===== config.mk =====
export PLATFORM = sky130hd
export DESIGN_NAME = pc_branch_seq
export DESIGN_NICKNAME = d
export VERILOG_FILES = /design/src/rtl/cpu_pkg.sv /design/src/rtl/pc_register.sv /design/src/rtl/pc_branch_seq.sv
export SDC_FILE = /design/constraint.sdc
export NUM_CORES = 1
export LEC_CHECK = 0
export ABC_CLOCK_PERIOD_IN_PS = 5600
export BUFFER_PORTS_ARGS = -buffer_cell sky130_fd_sc_hd__buf_2
export CELL_PAD_IN_SITES_DETAIL_PLACEMENT = 1
export CELL_PAD_IN_SITES_GLOBAL_PLACEMENT = 2
export CORE_MARGIN = 2
export CORE_UTILIZATION = 25
export CTS_CLUSTER_DIAMETER = 80
export DETAILED_ROUTE_END_ITERATION = 8
export HOLD_SLACK_MARGIN = 0.15
export PLACE_DENSITY = 0.94
export SYNTH_ARGS = -nofsm -noshare
export SYNTH_HDL_FRONTEND = slang
export SYNTH_SLANG_ARGS = --single-unit

===== constraint.sdc =====
create_clock -name clk -period 5.6 [get_ports clk]
set_clock_uncertainty 0.15 [all_clocks]
set_input_delay 0.28 -clock clk [delete_from_list [all_inputs] [get_ports clk]]
set_output_delay 0.28 -clock clk [all_outputs]
set_load 0.02 [all_outputs]

===== src/rtl/cpu_pkg.sv =====
// Shared CPU definitions: branch sequencer states, condition codes and IR field positions.
package cpu_pkg;

  typedef enum logic [1:0] {
    StIdle = 2'b00,
    StCond = 2'b01,
    StEval = 2'b10,
    StFin  = 2'b11
  } branch_state_e;

  // Condition field encodings; decoded by the conditional flip-flop, not here.
  localparam logic [1:0] COND_ZR = 2'b00;
  localparam logic [1:0] COND_NZ = 2'b01;
  localparam logic [1:0] COND_PL = 2'b10;
  localparam logic [1:0] COND_MI = 2'b11;

  localparam int unsigned IR_COND_HI = 20;
  localparam int unsigned IR_COND_LO = 19;

  localparam int unsigned PC_STEP_DFLT = 4;

endpackage


===== src/rtl/pc_register.sv =====
// Program-counter register: synchronous reset, load has priority over increment.
module pc_register #(
  parameter int unsigned      WIDTH    = 32,
  parameter logic [WIDTH-1:0] RESET_PC = '0,
  parameter logic [WIDTH-1:0] PC_STEP  = WIDTH'(cpu_pkg::PC_STEP_DFLT)
) (
  input  logic             clk,
  input  logic             rst,
  input  logic             load_i,
  input  logic             inc_i,
  input  logic [WIDTH-1:0] load_val_i,
  output logic [WIDTH-1:0] pc_o
);

  logic [WIDTH-1:0] pc_q, pc_d;

  always_comb begin
    pc_d = pc_q;
    if (load_i) begin
      pc_d = load_val_i;
    end else if (inc_i) begin
      pc_d = pc_q + PC_STEP;  // wraps modulo 2^WIDTH
    end
  end

  always_ff @(posedge clk) begin
    if (rst) begin
      pc_q <= RESET_PC;
    end else begin
      pc_q <= pc_d;
    end
  end

  assign pc_o = pc_q;

endmodule


===== src/rtl/pc_branch_seq.sv =====
// Branch micro-sequencer (IDLE -> COND -> EVAL -> FIN) that owns the PC between branches.
module pc_branch_seq
  import cpu_pkg::*;
#(
  parameter int unsigned      WIDTH    = 32,
  parameter logic [WIDTH-1:0] RESET_PC = '0,
  parameter logic [WIDTH-1:0] PC_STEP  = WIDTH'(PC_STEP_DFLT)
) (
  input  logic             clk,
  input  logic             rst,
  input  logic             start,
  input  logic [31:0]      ir,
  input  logic [WIDTH-1:0] bus_in,
  input  logic             con,
  input  logic             pc_inc,
  output logic             rsel_cond,
  output logic             rsel_target,
  output logic             con_in,
  output logic [WIDTH-1:0] pc,
  output logic             busy,
  output logic             done,
  output logic             taken
);

  branch_state_e state_q, state_d;
  logic          taken_q, taken_d;
  logic          pc_load, pc_inc_en;

  // The condition field is decoded downstream by the conditional flip-flop.
  logic unused_ir;
  assign unused_ir = ^ir;

  always_comb begin
    state_d   = state_q;
    taken_d   = taken_q;
    pc_load   = 1'b0;
    pc_inc_en = 1'b0;
    unique case (state_q)
      StIdle: begin
        if (start) begin
          state_d = StCond;
        end else if (pc_inc) begin
          pc_inc_en = 1'b1;
        end
      end
      StCond: state_d = StEval;
      StEval: begin
        pc_load = con;
        taken_d = con;
        state_d = StFin;
      end
      StFin:   state_d = StIdle;
      default: state_d = StIdle;
    endcase
  end

  always_ff @(posedge clk) begin
    if (rst) begin
      state_q <= StIdle;
      taken_q <= 1'b0;
    end else begin
      state_q <= state_d;
      taken_q <= taken_d;
    end
  end

  pc_register #(
    .WIDTH   (WIDTH),
    .RESET_PC(RESET_PC),
    .PC_STEP (PC_STEP)
  ) u_pc_register (
    .clk       (clk),
    .rst       (rst),
    .load_i    (pc_load),
    .inc_i     (pc_inc_en),
    .load_val_i(bus_in),
    .pc_o      (pc)
  );

  assign rsel_cond   = (state_q == StCond);
  assign con_in      = (state_q == StCond);
  assign rsel_target = (state_q == StEval);
  assign done        = (state_q == StFin);
  assign busy        = (state_q != StIdle);
  assign taken       = taken_q;

endmodule


**After elaboration in Yosys (flattened, before gate mapping)**

Cells that the tools add are included.

- Flip-flop bits (word level): 35
- Bits of input ports: 69
- Output and inout port bits: 38

- Add/sub/neg operators: 1
- Eq/ne operators: 4
- Mux-type cells: 8
- Reduce and logical (&&, ||, !) cells: 3

Operator list:

| operator | count |
|---|---|
| 32-bit two-way mux | 2 |
| 32-bit by 3-bit adder with 32-bit output, second input constant | 1 |
| 2-bit case mux with 4 select lines | 1 |
| 2-bit equality test, second input constant | 2 |
| 1-bit two-way mux | 4 |
| 2-bit nonzero test | 2 |
| 2-bit by 1-bit equality test with 1-bit output, second input constant | 1 |
| 2-bit zero test | 1 |
| 2-bit two-way mux | 1 |
| 2-bit != test, second input constant | 1 |

**Longest topological paths before layout**

Gate-level depths: netlist of run 1.

- Word-level depth: 5
- Depth in mapped cells: 8
- Gate-level depth less buffers: 6

**By module**

From an unflattened synthesis of run 1, not the netlist that was laid out.

- Cell total of the unflattened synthesis: 259
- Area, all modules: 2108.3 µm²

Modules (own cells, without submodules):

| module | times used | cells an instance | area an instance (µm²) | seq. area each (µm²) |
|---|---|---|---|---|
| pc_register | 1 | 234 | 1893.1 | 640.6 |
| pc_branch_seq | 1 | 25 | 215.2 | 60.1 |

**Worst setup path before layout of run 1**

Ideal clock, no wire load.

- Path type: reg2reg
- Start: reg u_pc_register.pc_q[2], in the netlist u_pc_register.pc_o[2]
- End: reg u_pc_register.pc_q[30], in the netlist u_pc_register.pc_o[30]
- Library setup time: 0.091 ns
- Arrival time: 2.109 ns
- Slack: 3.250 ns
- Cell stages (with the launch flop): 7
- Period minus slack after synthesis: 2.350 ns
- Path through: dfxtp_1 -> ha_1 -> nand4b_1 -> or3_1 -> clkbuf_1 -> or4_1 -> a311oi_1

- Longest elaborated chain between the ends: 3

Ends and longest elaborated chain:

| what | RTL line | source |
|---|---|---|
| start, declared | pc_register.sv:15 | `logic [WIDTH-1:0] pc_q, pc_d;` |
| start signal, assigned | pc_register.sv:30 | `pc_q <= pc_d;` |
| 32-bit by 3-bit adder with 32-bit output | pc_register.sv:22 | `pc_d = pc_q + PC_STEP;` |
| 32-bit two-way mux | pc_register.sv:21 | `end else if (inc_i) begin` |
| 32-bit two-way mux | pc_register.sv:19 | `if (load_i) begin` |

No other way between the ends. The select of a mux whose other input is x is not followed.
A chain may end at the register's enable or synchronous reset.

**Worst setup path in the final report of run 1**

- Start: reg state_q[0]
- End: reg u_pc_register.pc_q[30], in the netlist u_pc_register.pc_o[30]

- Longest elaborated chain between the ends: 3

Ends and longest elaborated chain:

| what | RTL line | source |
|---|---|---|
| start, declared | pc_branch_seq.sv:25 | `branch_state_e state_q, state_d;` |
| start signal, assigned | pc_branch_seq.sv:59 | `state_q <= StIdle;` |
| start signal, assigned | pc_branch_seq.sv:62 | `state_q <= state_d;` |
| 2-bit equality test / 2-bit zero test (equally long branches) | pc_branch_seq.sv:38 | `unique case (state_q)` |
| 1-bit two-way mux | pc_branch_seq.sv:38 |  |
| 32-bit two-way mux / 2-bit nonzero test (equally long branches) | -- |  |

Parallel ways exist; a longest one is shown, timed or not.

==> PnR_summary.wiki, run 1 <==
{| class="wikitable"
! Metric !! Value
|-
| Clock period minus worst slack || ~2800 ps
|-
| Maximum cell stage delay along the critical path || between 700 and 800 ps
|-
| Standard cell core area || 0.007767 mm²
|-
| Overall fraction of global-route tracks in use || approximately 15%
|-
| Synth area leaders || sky130_fd_sc_hd__dfxtp_1 (35%), sky130_fd_sc_hd__a311oi_1 (7.9%), sky130_fd_sc_hd__nor2_1 (6.6%), sky130_fd_sc_hd__nor4_1 (4.1%), sky130_fd_sc_hd__ha_1 (3.7%)
|-
| Filler Cells Inserted || roughly 1000
|-
| Max-Slew Margin vs Limit || a little under a quarter
|-
| Data arrival time at the worst-slack endpoint || 2840 ps
|-
| Largest fanout of any net on the critical path || 19
|-
| Hold buffers post-CTS || 24
|-
| Layout net count || 410
|-
| Worst skew pair latency || about 290 ps
|-
| Worst Hold Slack || 148.0 ps
|-
| Cts bufs inserted || 5
|-
| Vias per cell || just over 5
|-
| Number of unique standard cell types used by synthesis || 37
|-
| Pin count of the biggest net entering global routing || 65
|-
| Number of global-route vias before repair || ~2200
|-
| Most used flip-flop cell after synthesis || sky130_fd_sc_hd__dfxtp_1
|-
| Pin slew with the least headroom to its limit || ~1200 ps
|-
| Worst slack after detailed placement || around 2800 ps
|-
| Clock transition at the registers of the reported paths || approximately 70 ps
|-
| Slowest cell on the critical path || sky130_fd_sc_hd__or3_1
|-
| Number of levels in the clock H-tree || 2
|-
| Length in cells of the worst reg-to-reg path || 6
|-
| Number of antenna diodes || 0
|-
| Max-cap violations || 0
|-
| Startpoint-to-endpoint class of the critical path || reg -> reg
|-
| Launch instance of the worst register-to-register path || state_q[0]
|-
| Buffer levels on the longest clock path || 2
|-
| Result of the run || finished clean
|-
| Clock tree root driver cell || sky130_fd_sc_hd__clkbuf_8
|-
| Synthesized netlist cell count || about 250
|-
| Port bufs || 74
|-
| Via count || about 2200
|-
| Peak clock frequency supported by timing || between 300 and 400 MHz
|-
| Global placer's final weighted congestion || 0.7472
|-
| Initial cell density of the core || roughly 26%
|-
| Most instantiated cells after synthesis || sky130_fd_sc_hd__dfxtp_1 (35), sky130_fd_sc_hd__nor2_1 (35), sky130_fd_sc_hd__nand2_1 (20), sky130_fd_sc_hd__a311oi_1 (18), sky130_fd_sc_hd__clkbuf_1 (16)
|-
| Synthesis warning total || 0
|-
| Fraction of power spent switching nets || 41.11%
|-
| Remaining Overflow, GRT || 0
|-
| Share of the clock period used by the worst path || roughly half
|-
| Final count of hold timing violations || 0
|-
| Share of the yosys chip area belonging to registers || roughly a third
|-
| Internal power || 0.5118 mW
|-
| Switching Power || 0.3572 mW
|-
| Async set-or-reset flop fraction in the synthesized netlist || 0%
|-
| Die Ht || about 94 µm
|-
| CTS tree || yes
|-
| Count of flip-flops with a built-in enable after synthesis || 0
|-
| Leakage || roughly 1.0 nW
|-
| Number of antenna violations at the first check in global routing || 0
|-
| Kind of launch point of the worst setup path || flop
|-
| Post-CTS Setup Repair Bufs || 0
|-
| DRC violation count after routing || 0
|-
| Hold Path Cell Cnt || 3
|-
| Total Wirelength || between 6000 and 7000 µm
|-
| Hold Path Class || in -> reg
|-
| Post-Route Setup TNS || 0 ps
|-
| Die Area || a little under 0.009 mm²
|-
| Library cell with the largest summed area after synthesis || sky130_fd_sc_hd__dfxtp_1
|-
| Detailed placer's ending HPWL || around 4500 µm
|-
| Number of max-slew violations in the final report || 0
|-
| Cell area after technology mapping || 0.002004 mm²
|-
| Area share of the largest cell type after synthesis || between 30% and 40%
|-
| Number of gates given a new drive strength after cts || 0
|-
| PwrDens || 318.8 mW/mm²
|-
| Final setup violating endpoints || 0
|-
| Layout cell share with drive strength beyond 1 || between 20% and 30%
|-
| Max IR drop VDD || between 0.1 and 0.15 mV
|-
| Syn_nets || 326
|-
| Clock share of power || between 20% and 30%
|-
| Endpoint of the worst hold-timing path || u_pc_register.pc_o[23]
|-
| Hold Crit Start || bus_in[23]
|-
| Critical path required time || 5650 ps
|-
| Area growth from synthesis to layout || 36.02%
|-
| End of the worst register-to-register path || u_pc_register.pc_o[30]
|-
| RSZ-0062 raised after global routing || no
|-
| Number of sinks handled by clock tree synthesis || 35
|-
| First-pass GRT wire length || roughly 11000 µm
|-
| Capturing element type of the critical path || flop
|-
| Flop2flop setup slack || about 2800 ps
|-
| Number of search-and-repair iterations in the first detailed-routing pass || 4
|-
| Initial DRC Count || 75
|-
| Worst-case setup margin in the final layout || 2811 ps
|-
| Horizontal extent of the die || 93.54 µm
|-
| FP Rows || 32
|-
| Wirelength per Cell || 15.04 µm
|-
| Synthesized flop and latch total || 35
|-
| Total power || 0.8691 mW
|-
| Fraction of power consumed by sequential logic || roughly two fifths
|-
| Synthesized area per cell || between 7 and 8 µm²
|-
| Routed Antenna Nets || 0
|-
| Boundary Pins || between 100 and 150
|-
| Final core utilization || 35.10%
|-
| Combinational share of power || between 30% and 40%
|-
| Worst-path cell chain || inv_1, ha_1, nand4b_1, or3_1, or4_1, a311oi_1
|}
[placed cells by master, fill, tap and decap left out, types with 2 or more instances in the layout]
master / netlist / final
sky130_fd_sc_hd__or4_1: 9 / 9
sky130_fd_sc_hd__or3_1: 7 / 7
sky130_fd_sc_hd__dlygate4sd3_1: 0 / 24
sky130_fd_sc_hd__a311oi_1: 18 / 18
sky130_fd_sc_hd__clkbuf_8: 0 / 5
sky130_fd_sc_hd__nand4_1: 9 / 9
sky130_fd_sc_hd__nor4_1: 13 / 13
sky130_fd_sc_hd__inv_1: 10 / 10
sky130_fd_sc_hd__nor2_1: 35 / 35
sky130_fd_sc_hd__xnor2_1: 5 / 5
sky130_fd_sc_hd__ha_1: 6 / 6
sky130_fd_sc_hd__and2_1: 3 / 3
sky130_fd_sc_hd__o31a_1: 3 / 3
sky130_fd_sc_hd__nand3_1: 8 / 8
sky130_fd_sc_hd__buf_2: 1 / 74
sky130_fd_sc_hd__and4_1: 5 / 5
sky130_fd_sc_hd__dfxtp_1: 35 / 35
sky130_fd_sc_hd__nor3_1: 3 / 3
sky130_fd_sc_hd__nand2_1: 20 / 19
sky130_fd_sc_hd__xor2_1: 2 / 2
sky130_fd_sc_hd__a211oi_1: 8 / 8
sky130_fd_sc_hd__o21ai_0: 7 / 7
sky130_fd_sc_hd__a21oi_1: 4 / 4
sky130_fd_sc_hd__o31ai_1: 9 / 9
[worst max-delay path by stage]
stage                                      from  slack (ps)                     end
final                                state_q[0]        2810  u_pc_register.pc_o[30]
after global routing                 state_q[0]        2540  u_pc_register.pc_o[24]
after CTS                            state_q[0]        2770  u_pc_register.pc_o[28]
after detailed placement             state_q[0]        2810  u_pc_register.pc_o[28]
after global placement               state_q[0]        2880  u_pc_register.pc_o[30]
after floorplan           u_pc_register.pc_o[2]        3250  u_pc_register.pc_o[30]
[state kept, by name (all words and copies together), names as in the netlist]
register	flops
u_pc_register.pc_o	32
state_q	2
taken	1
[kinds of logic after synthesis]
kind of cell    Yosys count  share of synthesized area [%]
simple gates            119                          31.52
compound gates           53                          20.29
flops                    35                          34.96
buf+inv                  31                          6.430
xor+xnor                  7                          3.059
fa+ha+maj                 6                          3.745
[stage by stage]
| stage | area (µm²) | instances |
|---|---|---|
| finish | 2726 | 436 |
| global route | 2726 | 436 |
| CTS | 2726 | 436 |
| detailed placement | 2414 | 406 |
| global placement | 2414 | 406 |
| floorplan | 2004 | 251 |
[critical path: cells and delay by family (launching register included)]
family / cells / cell delay, ps
AOI/OAI and AO/OA: 1 / 250
adders and majority gates: 1 / 230
buffers and inverters: 1 / 130
DFF: 1 / 330
and+or+nand+nor: 3 / 1610
[final cells by class]
cell class                      instances  area (µm²)  share of cell area [%]
Sequential cell                        35       700.7                   25.70
Clock buffer                            6       72.57                   2.662
Tap cell                              102       127.6                   4.681
Inverter                               10       37.54                   1.377
Timing Repair Buffer                   98       610.6                   22.40
Multi-Input combinational cell        185        1177                   43.19
[power by group through the flow]
stage               sequential, mW  clock [mW]  combinational, mW
floorplan                    0.402           0              0.175
global placement             0.365           0              0.306
detailed placement           0.368           0              0.319
CTS                          0.362       0.183              0.335
global route                 0.373       0.191              0.364
finish                       0.363       0.176              0.330
[metal layers]
metal  share of wire, %  vias up  global-route usage (%)
li1                   -     1117                       -
met1                 46     1072                   19.28
met2                 49       46                   26.38
met3                4.1        7                   3.143
met4               0.99        0                   3.623
met5                  0        -                       0
Note: power is estimated with default switching activity, not from simulation.
==> inputs of run 2 (changes only) <==
--- a/config.mk
+++ b/config.mk
@@ -5,16 +5,16 @@
 export SDC_FILE = /design/constraint.sdc
 export NUM_CORES = 1
 export LEC_CHECK = 0
-export ABC_CLOCK_PERIOD_IN_PS = 5600
+export ABC_CLOCK_PERIOD_IN_PS = 2300
 export BUFFER_PORTS_ARGS = -buffer_cell sky130_fd_sc_hd__buf_2
 export CELL_PAD_IN_SITES_DETAIL_PLACEMENT = 1
 export CELL_PAD_IN_SITES_GLOBAL_PLACEMENT = 2
 export CORE_MARGIN = 2
-export CORE_UTILIZATION = 25
+export CORE_UTILIZATION = 21
 export CTS_CLUSTER_DIAMETER = 80
 export DETAILED_ROUTE_END_ITERATION = 8
 export HOLD_SLACK_MARGIN = 0.15
-export PLACE_DENSITY = 0.94
+export PLACE_DENSITY = 0.85
 export SYNTH_ARGS = -nofsm -noshare
 export SYNTH_HDL_FRONTEND = slang
 export SYNTH_SLANG_ARGS = --single-unit
==> constraint.sdc (replaced) <==
create_clock -name clk -period 2.3 [get_ports clk]
set_clock_uncertainty 0.15 [all_clocks]
set_input_delay 0.115 -clock clk [delete_from_list [all_inputs] [get_ports clk]]
set_output_delay 0.115 -clock clk [all_outputs]
set_load 0.02 [all_outputs]
==> run 2 against run 1 <==
Net effect:
- non-clock buffer count is 41 higher
- critical path depth up 1
- first-iteration DRC count fell by 11%
- maximum frequency increased by 22%
- critical endpoint is now u_pc_register.pc_o[27]
- highest routed layer unchanged
- hold slack improved by 80 ps
- clock power rose to 2.7 times the previous value
- count of clock-buffer cells in the layout did not move
- via count increased by 8.5%
==> PnR_summary.wiki, run 2 (same netlist as run 1, synthesis figures left out) <==
{| class="wikitable"
! Metric !! Value
|-
| Result of the run || finished clean
|-
| Number of antenna diodes || 0
|-
| Area growth from synthesis to layout || 60.80%
|-
| Worst-case setup margin in the final layout || 20.03 ps
|-
| Largest fanout of any net on the critical path || 11
|-
| Buffer levels on the longest clock path || 2
|-
| Total Wirelength || ~7600 µm
|-
| CTS tree || yes
|-
| Die Area || ~0.010 mm²
|-
| Data arrival time at the worst-slack endpoint || 2310 ps
|-
| Slowest cell on the critical path || sky130_fd_sc_hd__or4_4
|-
| Max-cap violations || 0
|-
| Initial cell density of the core || a little over a fifth
|-
| Pin slew with the least headroom to its limit || a little under 800 ps
|-
| PwrDens || ~720 mW/mm²
|-
| End of the worst register-to-register path || u_pc_register.pc_o[27]
|-
| Layout net count || about 450
|-
| Clock period minus worst slack || 2280 ps
|-
| Total cell area at the placement stage || 0.002673 mm²
|-
| Cts bufs inserted || 5
|-
| Worst-path cell chain || inv_2, ha_4, nand3b_1, or4_4, buf_12, o311a_1, nor4_2
|-
| Non-Filler Cell Area, Final || between 0.003 and 0.004 mm²
|-
| Commonest cells after routing, fill and taps aside || sky130_fd_sc_hd__buf_2 (74), sky130_fd_sc_hd__nor2_1 (35), sky130_fd_sc_hd__dlygate4sd3_1 (34)
|-
| Share of the clock period used by the worst path || just under 100%
|-
| Vias per cell || 4.816
|-
| Capturing element type of the critical path || flop
|-
| Routed Antenna Nets || 0
|-
| Clock tree root driver cell || sky130_fd_sc_hd__clkbuf_8
|-
| Max-Slew Margin vs Limit || 47.72%
|-
| Boundary Pins || between 100 and 150
|-
| Leading cell type in the layout, fill and taps excluded || sky130_fd_sc_hd__buf_2
|-
| Peak clock frequency supported by timing || about 440 MHz
|-
| Clock transition at the registers of the reported paths || ~80 ps
|-
| First-pass GRT wire length || 12030 µm
|-
| Number of search-and-repair iterations in the first detailed-routing pass || 4
|-
| Port bufs || 74
|-
| FP Rows || 35
|-
| Final count of hold timing violations || 0
|-
| Number of global-route vias before repair || roughly 2500
|-
| Hold Crit Start || con
|-
| Number of max-slew violations in the final report || 0
|-
| Layout cell share with drive strength beyond 1 || a little over a third
|-
| Leakage || 1.277 nW
|-
| Overall fraction of global-route tracks in use || roughly 15%
|-
| Worst slack after detailed placement || -70.60 ps
|-
| Max IR drop VDD || between 0.2 and 0.25 mV
|-
| Number of levels in the clock H-tree || 2
|-
| Number of antenna violations at the first check in global routing || 0
|-
| Length in cells of the worst reg-to-reg path || 7
|-
| Standard cell core area || just over 0.009 mm²
|-
| Launch instance of the worst register-to-register path || state_q[0]
|-
| Hold Path Cell Cnt || 3
|-
| Wirelength per Cell || between 15 and 20 µm
|-
| Via count || between 2000 and 2500
|-
| Die Ht || approximately 100 µm
|-
| Startpoint-to-endpoint class of the critical path || reg -> reg
|-
| Global placer's final weighted congestion || between 0.7 and 0.8
|-
| Flop2flop setup slack || 20 ps
|-
| DRC violation count after routing || 0
|-
| Initial DRC Count || between 60 and 70
|-
| Worst skew pair latency || 280 ps
|-
| Critical path required time || 2330 ps
|-
| Final setup violating endpoints || 0
|-
| Kind of launch point of the worst setup path || flop
|-
| Number of sinks handled by clock tree synthesis || 35
|-
| Hold Path Class || in -> reg
|-
| Endpoint of the worst hold-timing path || u_pc_register.pc_o[19]
|-
| RSZ-0062 raised after global routing || yes
|-
| Detailed placer's ending HPWL || 5270 µm
|-
| Maximum cell stage delay along the critical path || 570 ps
|-
| Number of flip-flops in the largest register || 32
|-
| Horizontal extent of the die || 101.7 µm
|-
| Pin count of the biggest net entering global routing || 36
|-
| Worst setup path startpoint || state_q[0]
|-
| Worst Hold Slack || about 230 ps
|-
| Remaining Overflow, GRT || 0
|}
## run 2: changes by cell type in the layout (fill, tap and decap cells not counted), sizes merged
cell         before  now
dlygate4sd3      24   34
clkbuf            6    7
clkinv            0    1
buf              74  104
## run 2: layout make-up
cell class / count / area [µm²]
Fill cell: 1110 / 6017
Clock buffer: 6 / 82.58
Timing Repair Buffer: 139 / 984.7
Multi-Input combinational cell: 185 / 1246
Tap cell: 129 / 161.4
Sequential cell: 35 / 705.7
Clock inverter: 1 / 5.005
Inverter: 10 / 37.54
## run 2: worst max path at each step
stage                                   endpoint  depth (start not counted)
after floorplan           u_pc_register.pc_o[17]                          7
after global placement    u_pc_register.pc_o[30]                          7
after detailed placement  u_pc_register.pc_o[26]                          7
after CTS                 u_pc_register.pc_o[27]                          7
after global routing      u_pc_register.pc_o[17]                          6
final                     u_pc_register.pc_o[27]                          7
## run 2: timing repair
action / 4_1_cts / 5_1_grt
pin swaps: 5 / 12
gates cloned: 0 / 1
endpoints found under the hold margin: 34 / 0
setup endpoints to repair: 11 / 13
hold buffers: 34 / 0
setup buffers: 2 / 2
gates resized for setup: 4 / 10
## run 2: worst max-delay path, delay by kind of cell, from the launching register on
kind / cells / cell delay, ps
compound gates: 1 / 350
fa+ha+maj: 1 / 140
simple gates: 3 / 950
buf+inv: 2 / 250
flops: 1 / 330
## run 2: per-stage QoR
step	setup TNS, ps	std cells	power, mW	util [%]
2_1_floorplan	-24.89	251	1.427	-
3_3_place_gp	0	459	1.777	28.92
3_5_place_dp	-242.1	459	1.818	28.92
4_1_cts	0	502	2.360	33.96
5_1_grt	-387.6	505	2.501	34.88
6_report	0	505	2.335	34.88
## run 2: report_power, final
part	internal (mW)	switching [mW]
Sequential	0.732	0.124
Clock	0.236	0.233
Combinational	0.433	0.577
## run 2: metal layers
metal | wire (µm) | part of all wire [%] | up-vias | GRT usage (%)
li1 | - | - | 1199 | -
met1 | 3361 | 44 | 1181 | 16.70
met2 | 3937 | 52 | 50 | 28.59
met3 | 290 | 3.8 | 2 | 2.899
met4 | 24 | 0.32 | 0 | 2.183
met5 | 0 | 0 | - | 0
==> inputs of run 3 (changes only) <==
--- a/config.mk
+++ b/config.mk
@@ -14,7 +14,7 @@
 export CTS_CLUSTER_DIAMETER = 80
 export DETAILED_ROUTE_END_ITERATION = 8
 export HOLD_SLACK_MARGIN = 0.15
-export PLACE_DENSITY = 0.85
+export PLACE_DENSITY = 0.74
 export SYNTH_ARGS = -nofsm -noshare
 export SYNTH_HDL_FRONTEND = slang
 export SYNTH_SLANG_ARGS = --single-unit
==> run 3 against run 2 <==
Net effect:
- non-clock buffer count down 7
- die area unchanged
- clock power about the same
- sequential power up 1%
- largest power group unchanged
- flip-flop and latch count unchanged
- critical path depth down 1
- hold slack worse by 20 ps
- via count down 1.8%
- worst setup slack better by 34 ps
- maximum frequency up 1.5%
==> PnR_summary.wiki, run 3 (same netlist as run 1, synthesis figures left out) <==
{| class="wikitable"
! Metric !! Value
|-
| Data arrival time at the worst-slack endpoint || 2300 ps
|-
| PwrDens || 737.4 mW/mm²
|-
| Critical path required time || ~2400 ps
|-
| Fraction of power spent switching nets || around two fifths
|-
| Length in cells of the worst reg-to-reg path || 6
|-
| Number of global-route vias before repair || 2403
|-
| Result of the run || finished clean
|-
| Worst skew pair latency || approximately 300 ps
|-
| Largest fanout of any net on the critical path || 14
|-
| Final setup violating endpoints || 0
|-
| Leakage || around 1.2 nW
|-
| Number of flip-flops in the largest register || 32
|-
| Number of sinks handled by clock tree synthesis || 35
|-
| Layout cell share with drive strength beyond 1 || 32.70%
|-
| Post-Route Setup TNS || 0 ps
|-
| Remaining Overflow, GRT || 0
|-
| Initial cell density of the core || a little over a fifth
|-
| Peak clock frequency supported by timing || roughly 450 MHz
|-
| Hold Path Class || in -> reg
|-
| Number of search-and-repair iterations in the first detailed-routing pass || 4
|-
| Worst setup path startpoint || state_q[1]
|-
| Internal power || around 1.3 mW
|-
| Max-Slew Margin vs Limit || between 50 and 60%
|-
| Leading cell type in the layout, fill and taps excluded || sky130_fd_sc_hd__buf_2
|-
| Switching Power || between 0.9 and 1 mW
|-
| Clock transition at the registers of the reported paths || 80 ps
|-
| Cts bufs inserted || 5
|-
| Clock share of power || 20.5%
|-
| Critical Path Sink || u_pc_register.pc_o[17]
|-
| Total power || around 2.3 mW
|-
| FP Rows || 35
|-
| Routed Antenna Nets || 0
|-
| Total Wirelength || between 7000 and 8000 µm
|-
| Number of max-slew violations in the final report || 0
|-
| Detailed placer's ending HPWL || 4975 µm
|-
| CTS tree || yes
|-
| Standard cell core area || between 0.009 and 0.01 mm²
|-
| Clock tree root driver cell || sky130_fd_sc_hd__clkbuf_8
|-
| Wirelength per Cell || 14.68 µm
|-
| Overall fraction of global-route tracks in use || approximately 14%
|-
| Port bufs || 74
|-
| Fraction of power consumed by sequential logic || a little under two fifths
|-
| Layout net count || approximately 440
|-
| Pin count of the biggest net entering global routing || 36
|-
| Startpoint-to-endpoint class of the critical path || reg -> reg
|-
| RSZ-0062 raised after global routing || yes
|-
| Die Ht || 101.7 µm
|-
| Number of levels in the clock H-tree || 2
|-
| Global placer's final weighted congestion || ~0.76
|-
| Vias per cell || about 4.8
|-
| Launch instance of the worst register-to-register path || state_q[1]
|-
| Max IR drop VDD || ~0.23 mV
|-
| Die Area || roughly 0.010 mm²
|-
| Hold Path Cell Cnt || 4
|-
| DRC violation count after routing || 0
|-
| Initial DRC Count || 33
|-
| Max-cap violations || 0
|-
| Final core utilization || between 30% and 40%
|-
| Capturing element type of the critical path || flop
|-
| End of the worst register-to-register path || u_pc_register.pc_o[17]
|-
| Flop2flop setup slack || between 50 and 60 ps
|-
| Final count of hold timing violations || 0
|-
| Via count || roughly 2400
|-
| Clock period minus worst slack || approximately 2200 ps
|-
| Filler Cells Inserted || between 1000 and 1500
|-
| Buffer levels on the longest clock path || 2
|-
| Boundary Pins || 107
|-
| Area growth from synthesis to layout || 54.74%
|-
| Combinational share of power || a little over two fifths
|-
| First-pass GRT wire length || 11670 µm
|-
| Horizontal extent of the die || roughly 100 µm
|-
| Share of the clock period used by the worst path || between 90% and 100%
|-
| Kind of launch point of the worst setup path || flop
|-
| Number of antenna violations at the first check in global routing || 0
|-
| Commonest cells after routing, fill and taps aside || sky130_fd_sc_hd__buf_2 (74), sky130_fd_sc_hd__nor2_1 (35), sky130_fd_sc_hd__dlygate4sd3_1 (34)
|-
| Pin slew with the least headroom to its limit || 732.3 ps
|-
| Number of antenna diodes || 0
|}
## run 3: cell types whose count changed in the layout (fill, tap and decap cells not counted), sizes merged
cell      delta
clkbuf       -1
clkinvlp     +1
buf          -6
## run 3: worst min-delay path by stage
stage | from | end | slack [ps]
3_3_place_gp | bus_in[0] | u_pc_register.pc_o[0] | 210
2_1_floorplan | bus_in[0] | u_pc_register.pc_o[0] | 100
4_1_cts | con | u_pc_register.pc_o[1] | 210
3_5_place_dp | bus_in[0] | u_pc_register.pc_o[0] | 220
6_report | con | u_pc_register.pc_o[1] | 210
5_1_grt | con | u_pc_register.pc_o[0] | 250
## run 3: per-stage QoR
stage,cell area (µm²),setup slack (ps),instances,hold slack [ps]
3_3_place_gp,2630,29.74,455,206.8
5_1_grt,3102,-34.48,499,250.9
6_report,3102,53.96,499,208.6
3_5_place_dp,2630,23.74,455,219.4
2_1_floorplan,2022,-12.50,251,101.0
4_1_cts,3055,17.13,497,205.7
## run 3: layout make-up
cell class	instances	area [µm²]	area share, %
flip-flops and latches	35	705.7	22.75
repair buffers	132	903.4	29.12
well taps	129	161.4	5.204
multi-input cells	185	1209	38.97
clock inverters	2	12.51	0.4034
inverters	10	37.54	1.210
clock buffers	6	72.57	2.340
## run 3: per-layer routing
metal,track usage [%],wire length [µm],vias to the layer above
met5,0,0,-
met4,3.846,92,0
met3,2.899,261,7
met2,25.25,3527,48
met1,17.75,3443,1147
li1,-,-,1186
## run 3: worst max-delay path: stages, from the launching register on
cell and delay, ps:
sky130_fd_sc_hd__dfxtp_2 330, sky130_fd_sc_hd__inv_2 70, sky130_fd_sc_hd__ha_4 140, sky130_fd_sc_hd__nand3b_1 110, sky130_fd_sc_hd__or4_4 610, sky130_fd_sc_hd__or4_1 510
sky130_fd_sc_hd__a311oi_1 250
## run 3: timing repair
action,CTS,global route
resized for setup,0,7
setup buffers,0,2
endpoints found under the hold margin,34,0
hold buffers,34,0
pin swaps,1,2
endpoints found under the setup margin,2,11
## run 3: power by group through the flow
stage	clock [mW]	sequential (mW)	combinational [mW]
4_1_cts	0.489	0.868	0.957
5_1_grt	0.506	0.893	1.05
3_5_place_dp	0	0.881	0.906
6_report	0.469	0.867	0.951
3_3_place_gp	0	0.875	0.892
2_1_floorplan	0	0.986	0.441
